==> src/rtl/counter_cmd_seq.sv <==
// Command sequencer for counter4b: queues {MODO, D, LEN} commands and drives the counter's enable for LEN cycles.
// Optional macro CNT_SEQ_LOAD_CHECK_EN builds the LOAD-mismatch checker behind ERR.
`ifndef CUENTA_MAS_UNO
`define CUENTA_MAS_UNO   2'b00
`endif
`ifndef CUENTA_MENOS_UNO
`define CUENTA_MENOS_UNO 2'b01
`endif
`ifndef CUENTA_TRES_TRES
`define CUENTA_TRES_TRES 2'b10
`endif
`ifndef CARGA_D
`define CARGA_D          2'b11
`endif

module counter_cmd_seq #(
  parameter int DEPTH = 4,
  parameter int CNT_W = 8
) (
  input  logic             CLK,
  input  logic             RESET,
  input  logic             CMD_VALID,
  output logic             CMD_READY,
  input  logic [1:0]       CMD_MODO,
  input  logic [3:0]       CMD_D,
  input  logic [CNT_W-1:0] CMD_LEN,
  input  logic             ABORT,
  output logic             C_ENABLE,
  output logic             C_RESET,
  output logic [1:0]       C_MODO,
  output logic [3:0]       C_D,
  input  logic             C_RCO,
  input  logic             C_LOAD,
  output logic             BUSY,
  output logic             DONE,
  output logic [7:0]       OVF_CNT,
  output logic             ERR
);

  localparam int AW = $clog2(DEPTH);
  localparam int EW = 6 + CNT_W;
  localparam logic [AW:0] FULL_CNT = (AW+1)'(DEPTH);
  localparam logic [0:0] IDLE = 1'b0;
  localparam logic [0:0] RUN  = 1'b1;

  logic [EW-1:0]    mem [DEPTH];
  logic [AW-1:0]    wr_ptr, rd_ptr;
  logic [AW:0]      count, count_next;
  logic [0:0]       state;
  logic [CNT_W-1:0] rem;
  logic             push, pop, empty, last_cycle;
  logic [EW-1:0]    head;
  logic [CNT_W-1:0] head_len;

  always_comb begin
    empty      = (count == '0);
    last_cycle = (state == RUN) && (rem == CNT_W'(1));
    push       = CMD_VALID && CMD_READY && !ABORT;
    pop        = !ABORT && !empty && ((state == IDLE) || last_cycle);
    head       = mem[rd_ptr];
    head_len   = (head[CNT_W-1:0] == '0) ? CNT_W'(1) : head[CNT_W-1:0];
    count_next = ABORT ? '0 : count + (AW+1)'(push) - (AW+1)'(pop);
  end

  // Storage carries no reset; only the pointers and occupancy define validity.
  always_ff @(posedge CLK) begin
    if (push) mem[wr_ptr] <= {CMD_MODO, CMD_D, CMD_LEN};
  end

  always_ff @(posedge CLK or negedge RESET) begin
    if (!RESET) begin
      wr_ptr    <= '0;
      rd_ptr    <= '0;
      count     <= '0;
      CMD_READY <= 1'b0;
      state     <= IDLE;
      rem       <= '0;
      C_ENABLE  <= 1'b0;
      C_MODO    <= 2'b00;
      C_D       <= 4'h0;
      DONE      <= 1'b0;
      OVF_CNT   <= 8'h00;
    end else begin
      count     <= count_next;
      CMD_READY <= (count_next != FULL_CNT);
      if (C_RCO && OVF_CNT != 8'hFF) OVF_CNT <= OVF_CNT + 8'h01;
      if (ABORT) begin
        wr_ptr   <= '0;
        rd_ptr   <= '0;
        state    <= IDLE;
        rem      <= '0;
        C_ENABLE <= 1'b0;
        DONE     <= 1'b0;
      end else begin
        if (push) wr_ptr <= wr_ptr + AW'(1);
        if (pop)  rd_ptr <= rd_ptr + AW'(1);
        DONE <= last_cycle;
        // Popping on the final cycle keeps C_ENABLE high with no idle gap.
        if (pop) begin
          C_MODO   <= head[EW-1 -: 2];
          C_D      <= head[CNT_W +: 4];
          rem      <= head_len;
          state    <= RUN;
          C_ENABLE <= 1'b1;
        end else if (state == RUN) begin
          rem <= rem - CNT_W'(1);
          if (last_cycle) begin
            state    <= IDLE;
            C_ENABLE <= 1'b0;
          end
        end
      end
    end
  end

  assign BUSY    = (state == RUN);
  assign C_RESET = 1'b0;

`ifdef CNT_SEQ_LOAD_CHECK_EN
  logic exp_load;

  // LOAD from counter4b lags the enabled CARGA_D cycle by one edge.
  always_ff @(posedge CLK or negedge RESET) begin
    if (!RESET) begin
      exp_load <= 1'b0;
      ERR      <= 1'b0;
    end else begin
      exp_load <= C_ENABLE && (C_MODO == `CARGA_D);
      if (C_LOAD != exp_load) ERR <= 1'b1;
    end
  end
`else
  logic load_unused;
  assign load_unused = C_LOAD;
  assign ERR = 1'b0;
`endif

endmodule
==> config.mk <==
export PLATFORM = sky130hd
export DESIGN_NAME = counter_cmd_seq
export DESIGN_NICKNAME = d
export VERILOG_FILES = /design/src/rtl/counter_cmd_seq.sv
export SDC_FILE = /design/constraint.sdc
export NUM_CORES = 1
export LEC_CHECK = 0
export CAP_MARGIN = 20
export CELL_PAD_IN_SITES_DETAIL_PLACEMENT = 1
export CELL_PAD_IN_SITES_GLOBAL_PLACEMENT = 1
export CORE_MARGIN = 3
export CORE_UTILIZATION = 47
export CTS_CLUSTER_DIAMETER = 30
export DETAILED_ROUTE_END_ITERATION = 10
export GPL_ROUTABILITY_DRIVEN = 0
export PLACE_DENSITY_LB_ADDON = 0.1
export SLEW_MARGIN = 30
export SYNTH_ARGS = -nofsm -noshare
export SYNTH_HDL_FRONTEND = slang
export SYNTH_SLANG_ARGS = --single-unit
==> constraint.sdc <==
create_clock -name CLK -period 3.9 [get_ports CLK]
set_input_delay 0.78 -clock CLK [delete_from_list [all_inputs] [get_ports CLK]]
set_output_delay 0.78 -clock CLK [all_outputs]
set_load 0.01 [all_outputs]
==> key figures, run 1 <==
Critical path
  – Crit. End Element: flip-flop
  – Slowest stage delay, CP: ~500 ps
  – Reg2reg setup slack: approximately 850 ps
  – Worst path cell trace: inv_1 -> ha_1 -> or3b_2 -> o21ai_4 -> nand2_4 -> clkinv_4 -> ha_1 -> inv_1 -> ha_1 -> inv_1 -> fa_1 -> xnor2_1 -> nor2_1 -> nand2_1
  – Crit Path Category: flip-flop to flip-flop
  – Top fanout value on the critical path: 11
  – R2R cell count: 14
  – WP data required: a little over 4000 ps
  – FF-to-FF End: CMD_READY
  – Critical path's slowest cell: or3b_2
  – CP arrival: 3300 ps
  – Worst setup SP type: flip-flop
  – FF-to-FF Start: rem[1]

Floorplan
  – Die H: between 90 and 100 um
  – Die boundary width: 95.6 um
  – Die area: between 0.009 and 0.01 mm^2
  – Rows: 32
  – Initial Util: between 40% and 50%
  – I/O pin total: 40
  – Core ar.: about 0.0078 mm^2

Cells and area
  – Nets: 308
  – Final instance area: ~0.0044 mm^2
  – Core Util, Final: a little under three fifths
  – Commonest non-fill, non-tap cell in the layout: edfxtp_1
  – Fillers: around 740
  – Layout area overhead: 17.5%
  – Most frequent cells in the layout: edfxtp_1 (56), clkdlybuf4s50_1 (36), dfrtp_1 (33)
  – Share of cells above drive strength 1: ~15%
  – N_diodes: 0

STA
  – Max_slew headroom: 48.5%
  – Worst-Margin Slew: about 770 ps
  – Slew Limit Fails: 0
  – Peak Freq: between 300 and 400 MHz
  – Final setup viols: 0
  – Final period util: between 70% and 80%
  – TNS Setup: 0 ps
  – Crit path time final: about 3000 ps
  – Post-route setup slack: 846 ps
  – Clk_skew: about 13 ps
  – Fin. Hold Viols: 0
  – RSZ-0062 raised after global routing: no

Clocking
  – Clk slew on worst S/H paths: ~100 ps
  – CTS tree: built
  – Worst-Skew Late Latency: about 360 ps
  – CTS H-tree depth: 3
  – Clk sinks: 89
  – Setup Buffers After CTS: 0
  – CTS Buf Count: 9
  – CTS root buf: clkbuf_8
  – CTS Hold Bufs: 0
  – Clock Path Buffers: 2
  – CTS resizes: 0

Synthesis
  – Yosys warnings: 0
  – FFs w/ async S/R, synth: 37.1%
  – Post-synth cell types: 50
  – Yosys top cell by area: edfxtp_1
  – Syn Area/Cell: about 16 um^2
  – Post-synthesis cell area: between 0.003 and 0.004 mm^2
  – Synth top area cells: edfxtp_1 (45%), dfrtp_1 (22%), mux4_2 (8.3%)
  – Seq/Total Area, Yosys: around 66%
  – Post-synth top area share: around 45%
  – Seq cells post-synth: between 80 and 90
  – Post-synth EDFFs: 56
  – Post-synth top flop: edfxtp_1
  – Synthesized instance count: between 200 and 250

Place
  – Place WS: approximately 670 ps
  – IO Port Bufs: 36
  – Placement Cell Area: between 0.004 and 0.005 mm^2
  – Final HPWL DP: ~4600 um

Global route
  – Grt ovf: 0
  – Initial antenna violation count: 0
  – Total GRT Usage: ~17%
  – Vias in the first global route: 2144
  – Global-route wire length before repair: around 11000 um
  – Largest net degree at the start of global routing: 34

Detailed routing
  – ANT nets after route: 0
  – Routed WL: around 7000 um
  – DRC violations left: 0
  – First drt pass iteration count: 4
  – WL per Instance: between 15 and 20 um
  – Via count: between 2000 and 2500
  – Drt via density: ~5.3
  – Starting DRT DRC Count: 96

Power
  – Clock share of power: a little under a quarter
  – Peak supply drop: between 0.3 and 0.4 mV
  – Power Density: around 690 mW/mm^2
  – Total power draw: 3.06 mW
  – Internal power: between 2 and 2.5 mW
  – Sequential share of power: 44.9%
  – Switching power total: 0.986 mW
  – Sw Ratio: between 30% and 40%
  – Leakage power: 1.63 nW
  – Power share of the combinational group: about a third

Run status
  – Status: complete, no violations

Min path
  – Hold Startpoint: OVF_CNT[6]
  – Hold endpoint: OVF_CNT[6]
  – Hold Path Class: flip-flop to flip-flop
  – Hold Path Depth: 1

Flow run
  – Max-cap violation count: 0
[sequential cells by signal, summed over array words and instances (netlist names), 2 cells and up]
| name | cells |
|---|---|
| rem | 8 |
| count | 3 |
| rd_ptr | 2 |
| wr_ptr | 2 |
| OVF_CNT | 8 |
| C_MODO | 2 |
| C_D | 4 |
| mem | 56 |
[worst max path at each step]
stage          startpoint   endpoint  slack, ps  cells after the start
4_1_cts            rem[1]  CMD_READY        810                     14
3_5_place_dp        ABORT  CMD_READY        670                     12
2_1_floorplan      rem[4]  CMD_READY       1140                     14
5_1_grt            rem[1]  CMD_READY        650                     14
6_report           rem[1]  CMD_READY        850                     14
3_3_place_gp        ABORT  CMD_READY        750                     12
[power groups by stage]
stage          Clock, mW  Combinational [mW]  Sequential (mW)
6_report           0.700               0.984             1.37
5_1_grt            0.752                1.09             1.41
4_1_cts            0.716                1.00             1.38
3_5_place_dp           0               0.994             1.39
3_3_place_gp           0               0.964             1.38
2_1_floorplan          0               0.701             1.34
[cells in the mapped netlist (all sizes together), types with 4 or more instances]
cell / count
o21ai: 5
dfrtp: 33
buf: 8
ha: 9
nand3: 8
a21oi: 6
xnor2: 10
nor2: 11
xor2: 5
edfxtp: 56
nand2: 13
and2: 4
nor3: 5
inv: 7
mux2: 8
mux4: 14
[layer usage]
metal | share of wire [%] | global-route usage [%] | up-vias
li1 | - | - | 962
met1 | 45 | 21.8 | 1035
met2 | 50 | 28.3 | 37
met3 | 3.1 | 3.16 | 11
met4 | 1.9 | 8.06 | 0
met5 | 0 | 0 | -
[stage by stage]
step | hold WS (ps) | std cells
after floorplan | 484 | 239
after global placement | 494 | 369
after detailed placement | 500 | 369
after CTS | 518 | 385
after global routing | 530 | 385
final | 509 | 385
[cell type report]
type                            instances  area (um^2)  share of cell area [%]
Clock buffer                            9          124                    2.79
Clock inverter                          7         93.8                    2.11
Inverter                                8         35.0                   0.789
Multi-Input combinational cell        131         1170                    26.3
Sequential cell                        89         2510                    56.5
Tap cell                              102          128                    2.88
Timing Repair Buffer                   39          383                    8.63
[worst max-delay path, delay by kind of cell (launching register included)]
kind,cells,cell delay [ps]
AOI/OAI and AO/OA,1,280
xor gates and xnor gates,1,140
adders and majority gates,4,910
buffers and inverters,4,380
DFF,1,420
and+or+nand+nor,4,820
[cell families (layout without fill, tap and decap cells)]
group | after synthesis | count (layout) | synth area share, %
flip-flops | 89 | 89 | 66.4
AND/OR/NAND/NOR | 59 | 59 | 8.25
multiplexers | 23 | 23 | 11.5
AO/OA/AOI/OAI | 22 | 22 | 3.98
buffers and inverters | 19 | 63 | 2.78
XOR/XNOR | 15 | 15 | 3.48
adder cells (fa/ha/maj) | 10 | 10 | 3.51
other | 1 | 2 | 0.0993
Power figures use the tool's default switching activity.
==> run 2, diff against run 1 <==
- CORE_UTILIZATION: 47 -> 43
- clock period: 3.9 -> 2.7 ns (I/O delays scaled with it)
==> key figures, run 2 (synthesized netlist as in run 1, its figures left out) <==
Power
  – Peak supply drop: approximately 0.51 mV
  – Power Density: 1000 mW/mm^2
  – Leakage power: between 1.5 and 2 nW
  – Total power draw: ~4.6 mW

Critical path
  – CP top delay family: adder cells
  – Top fanout value on the critical path: 3
  – CP arrival: 2860 ps
  – Buf/Inv on CP: 4
  – Reg2reg setup slack: roughly 89 ps
  – Worst setup SP type: flip-flop
  – Crit Path Category: flip-flop to flip-flop
  – Worst path cell trace: inv_2 -> ha_1 -> or3b_4 -> o21ai_4 -> nand2_4 -> clkinv_4 -> ha_1 -> inv_1 -> ha_2 -> inv_1 -> fa_1 -> xnor2_1 -> nor2_1 -> nand2_1
  – WP data required: around 3000 ps
  – Slowest stage delay, CP: 410 ps
  – Crit. End Element: flip-flop
  – Critical path's slowest cell: dfrtp_1

STA
  – Max_slew headroom: between 60% and 70%
  – Worst-Margin Slew: approximately 540 ps
  – Slew Limit Fails: 0
  – RSZ-0062 raised after global routing: yes
  – Peak Freq: roughly 380 MHz
  – Fin. Hold Viols: 0
  – Final period util: about 97%
  – Clk_skew: around 10 ps
  – Final setup viols: 0
  – Crit path time final: 2610 ps
  – Hold Slack: approximately 500 ps
  – Post-route setup slack: approximately 90 ps

Global route
  – Vias in the first global route: 2328
  – Global-route wire length before repair: roughly 13000 um
  – Initial antenna violation count: 0
  – Total GRT Usage: between 10% and 20%
  – Largest net degree at the start of global routing: 34
  – Grt ovf: 0

Detailed routing
  – Routed WL: 7580 um
  – Starting DRT DRC Count: between 70 and 80
  – DRC violations left: 0
  – WL per Instance: 18.6 um
  – First drt pass iteration count: 4
  – Drt via density: 5.28
  – Via count: 2148
  – ANT nets after route: 0

Clocking
  – Clk sinks: 89
  – CTS Hold Bufs: 0
  – CTS tree: built
  – CTS H-tree depth: 3
  – Worst-Skew Late Latency: 350 ps
  – CTS Buf Count: 9
  – CTS root buf: clkbuf_8
  – Clk slew on worst S/H paths: about 90 ps
  – Clock Path Buffers: 2

Cells and area
  – Layout area overhead: 21.7%
  – Most frequent cells in the layout: edfxtp_1 (56), clkdlybuf4s50_1 (36), dfrtp_1 (32)
  – Commonest non-fill, non-tap cell in the layout: edfxtp_1
  – Multi-input gate area: 0.00118 mm^2
  – Share of cells above drive strength 1: 22.2%
  – Largest regs: mem x56, OVF_CNT x8, rem x8
  – N_diodes: 0
  – Fillers: 805
  – Largest Register: mem
  – Reg area: around 0.0025 mm^2
  – Nets: 327
  – Max reg flops: 56

Place
  – Final HPWL DP: roughly 5100 um
  – Place WS: between 30 and 40 ps
  – IO Port Bufs: 36

Min path
  – Hold Path Class: flip-flop to flip-flop

Floorplan
  – Die boundary width: between 90 and 100 um
  – Rows: 33
  – Die H: between 90 and 100 um
  – Initial Util: between 40% and 50%
  – I/O pin total: 40
  – Die area: 0.00994 mm^2
  – Core ar.: between 0.008 and 0.009 mm^2

Flow run
  – Max-cap violation count: 0

Run status
  – Status: complete, no violations
-- run 2: path summary, 6_finish.rpt --
check | start | to | depth (start not counted)
worst max-delay path | rem[1] | CMD_READY | 14
worst min-delay path | OVF_CNT[6] | OVF_CNT[6] | 1
worst max register to register | rem[1] | CMD_READY | 14
worst min register to register | OVF_CNT[6] | OVF_CNT[6] | 1
max in group asynchronous | RESET | wr_ptr[0] | 2
min in group asynchronous | RESET | DONE | 2
-- run 2: cell type report --
class	count	area share (%)
clock buffer	10	2.78
clock inverter	6	1.96
inverter	8	0.763
multi-input combinational	131	25.6
sequential	89	54.6
tap	105	2.86
timing repair buffer	58	11.4
-- run 2: power breakdown --
group          switching [mW]  internal (mW)  leakage (nW)
Clock                   0.479          0.527         0.107
Sequential              0.247           1.70         0.926
Combinational           0.728          0.909         0.694
-- run 2: worst reg2reg max path, stage by stage (launching register included) --
cell and delay (ps):
dfrtp_1 410, inv_2 70, ha_1 130, or3b_4 400
o21ai_4 170, nand2_4 80, clkinv_4 50, ha_1 210
inv_1 60, ha_2 160, inv_1 50, fa_1 370
xnor2_1 140, nor2_1 140, nand2_1 70
-- run 2: what timing repair did --
item	in CTS	in global routing
resized for setup	0	4
setup buffers	0	4
setup endpoints to repair	0	1
-- run 2: metal layers --
metal | up-vias | global-route usage [%] | wire length (um)
li1 | 998 | - | -
met1 | 1100 | 22.8 | 3390
met2 | 40 | 26.6 | 3820
met3 | 10 | 2.73 | 252
met4 | 0 | 7.77 | 115
met5 | - | 0 | 0
-- run 2: through the flow --
stage	std cells	setup TNS [ps]	utilization, %	cell area [um^2]
4_1_cts	403	0	54.4	4560
5_1_grt	407	-34.9	54.8	4590
3_3_place_gp	387	0	51.8	4340
2_1_floorplan	239	-24.3	-	3790
6_report	407	0	54.8	4590
3_5_place_dp	387	0	51.8	4340
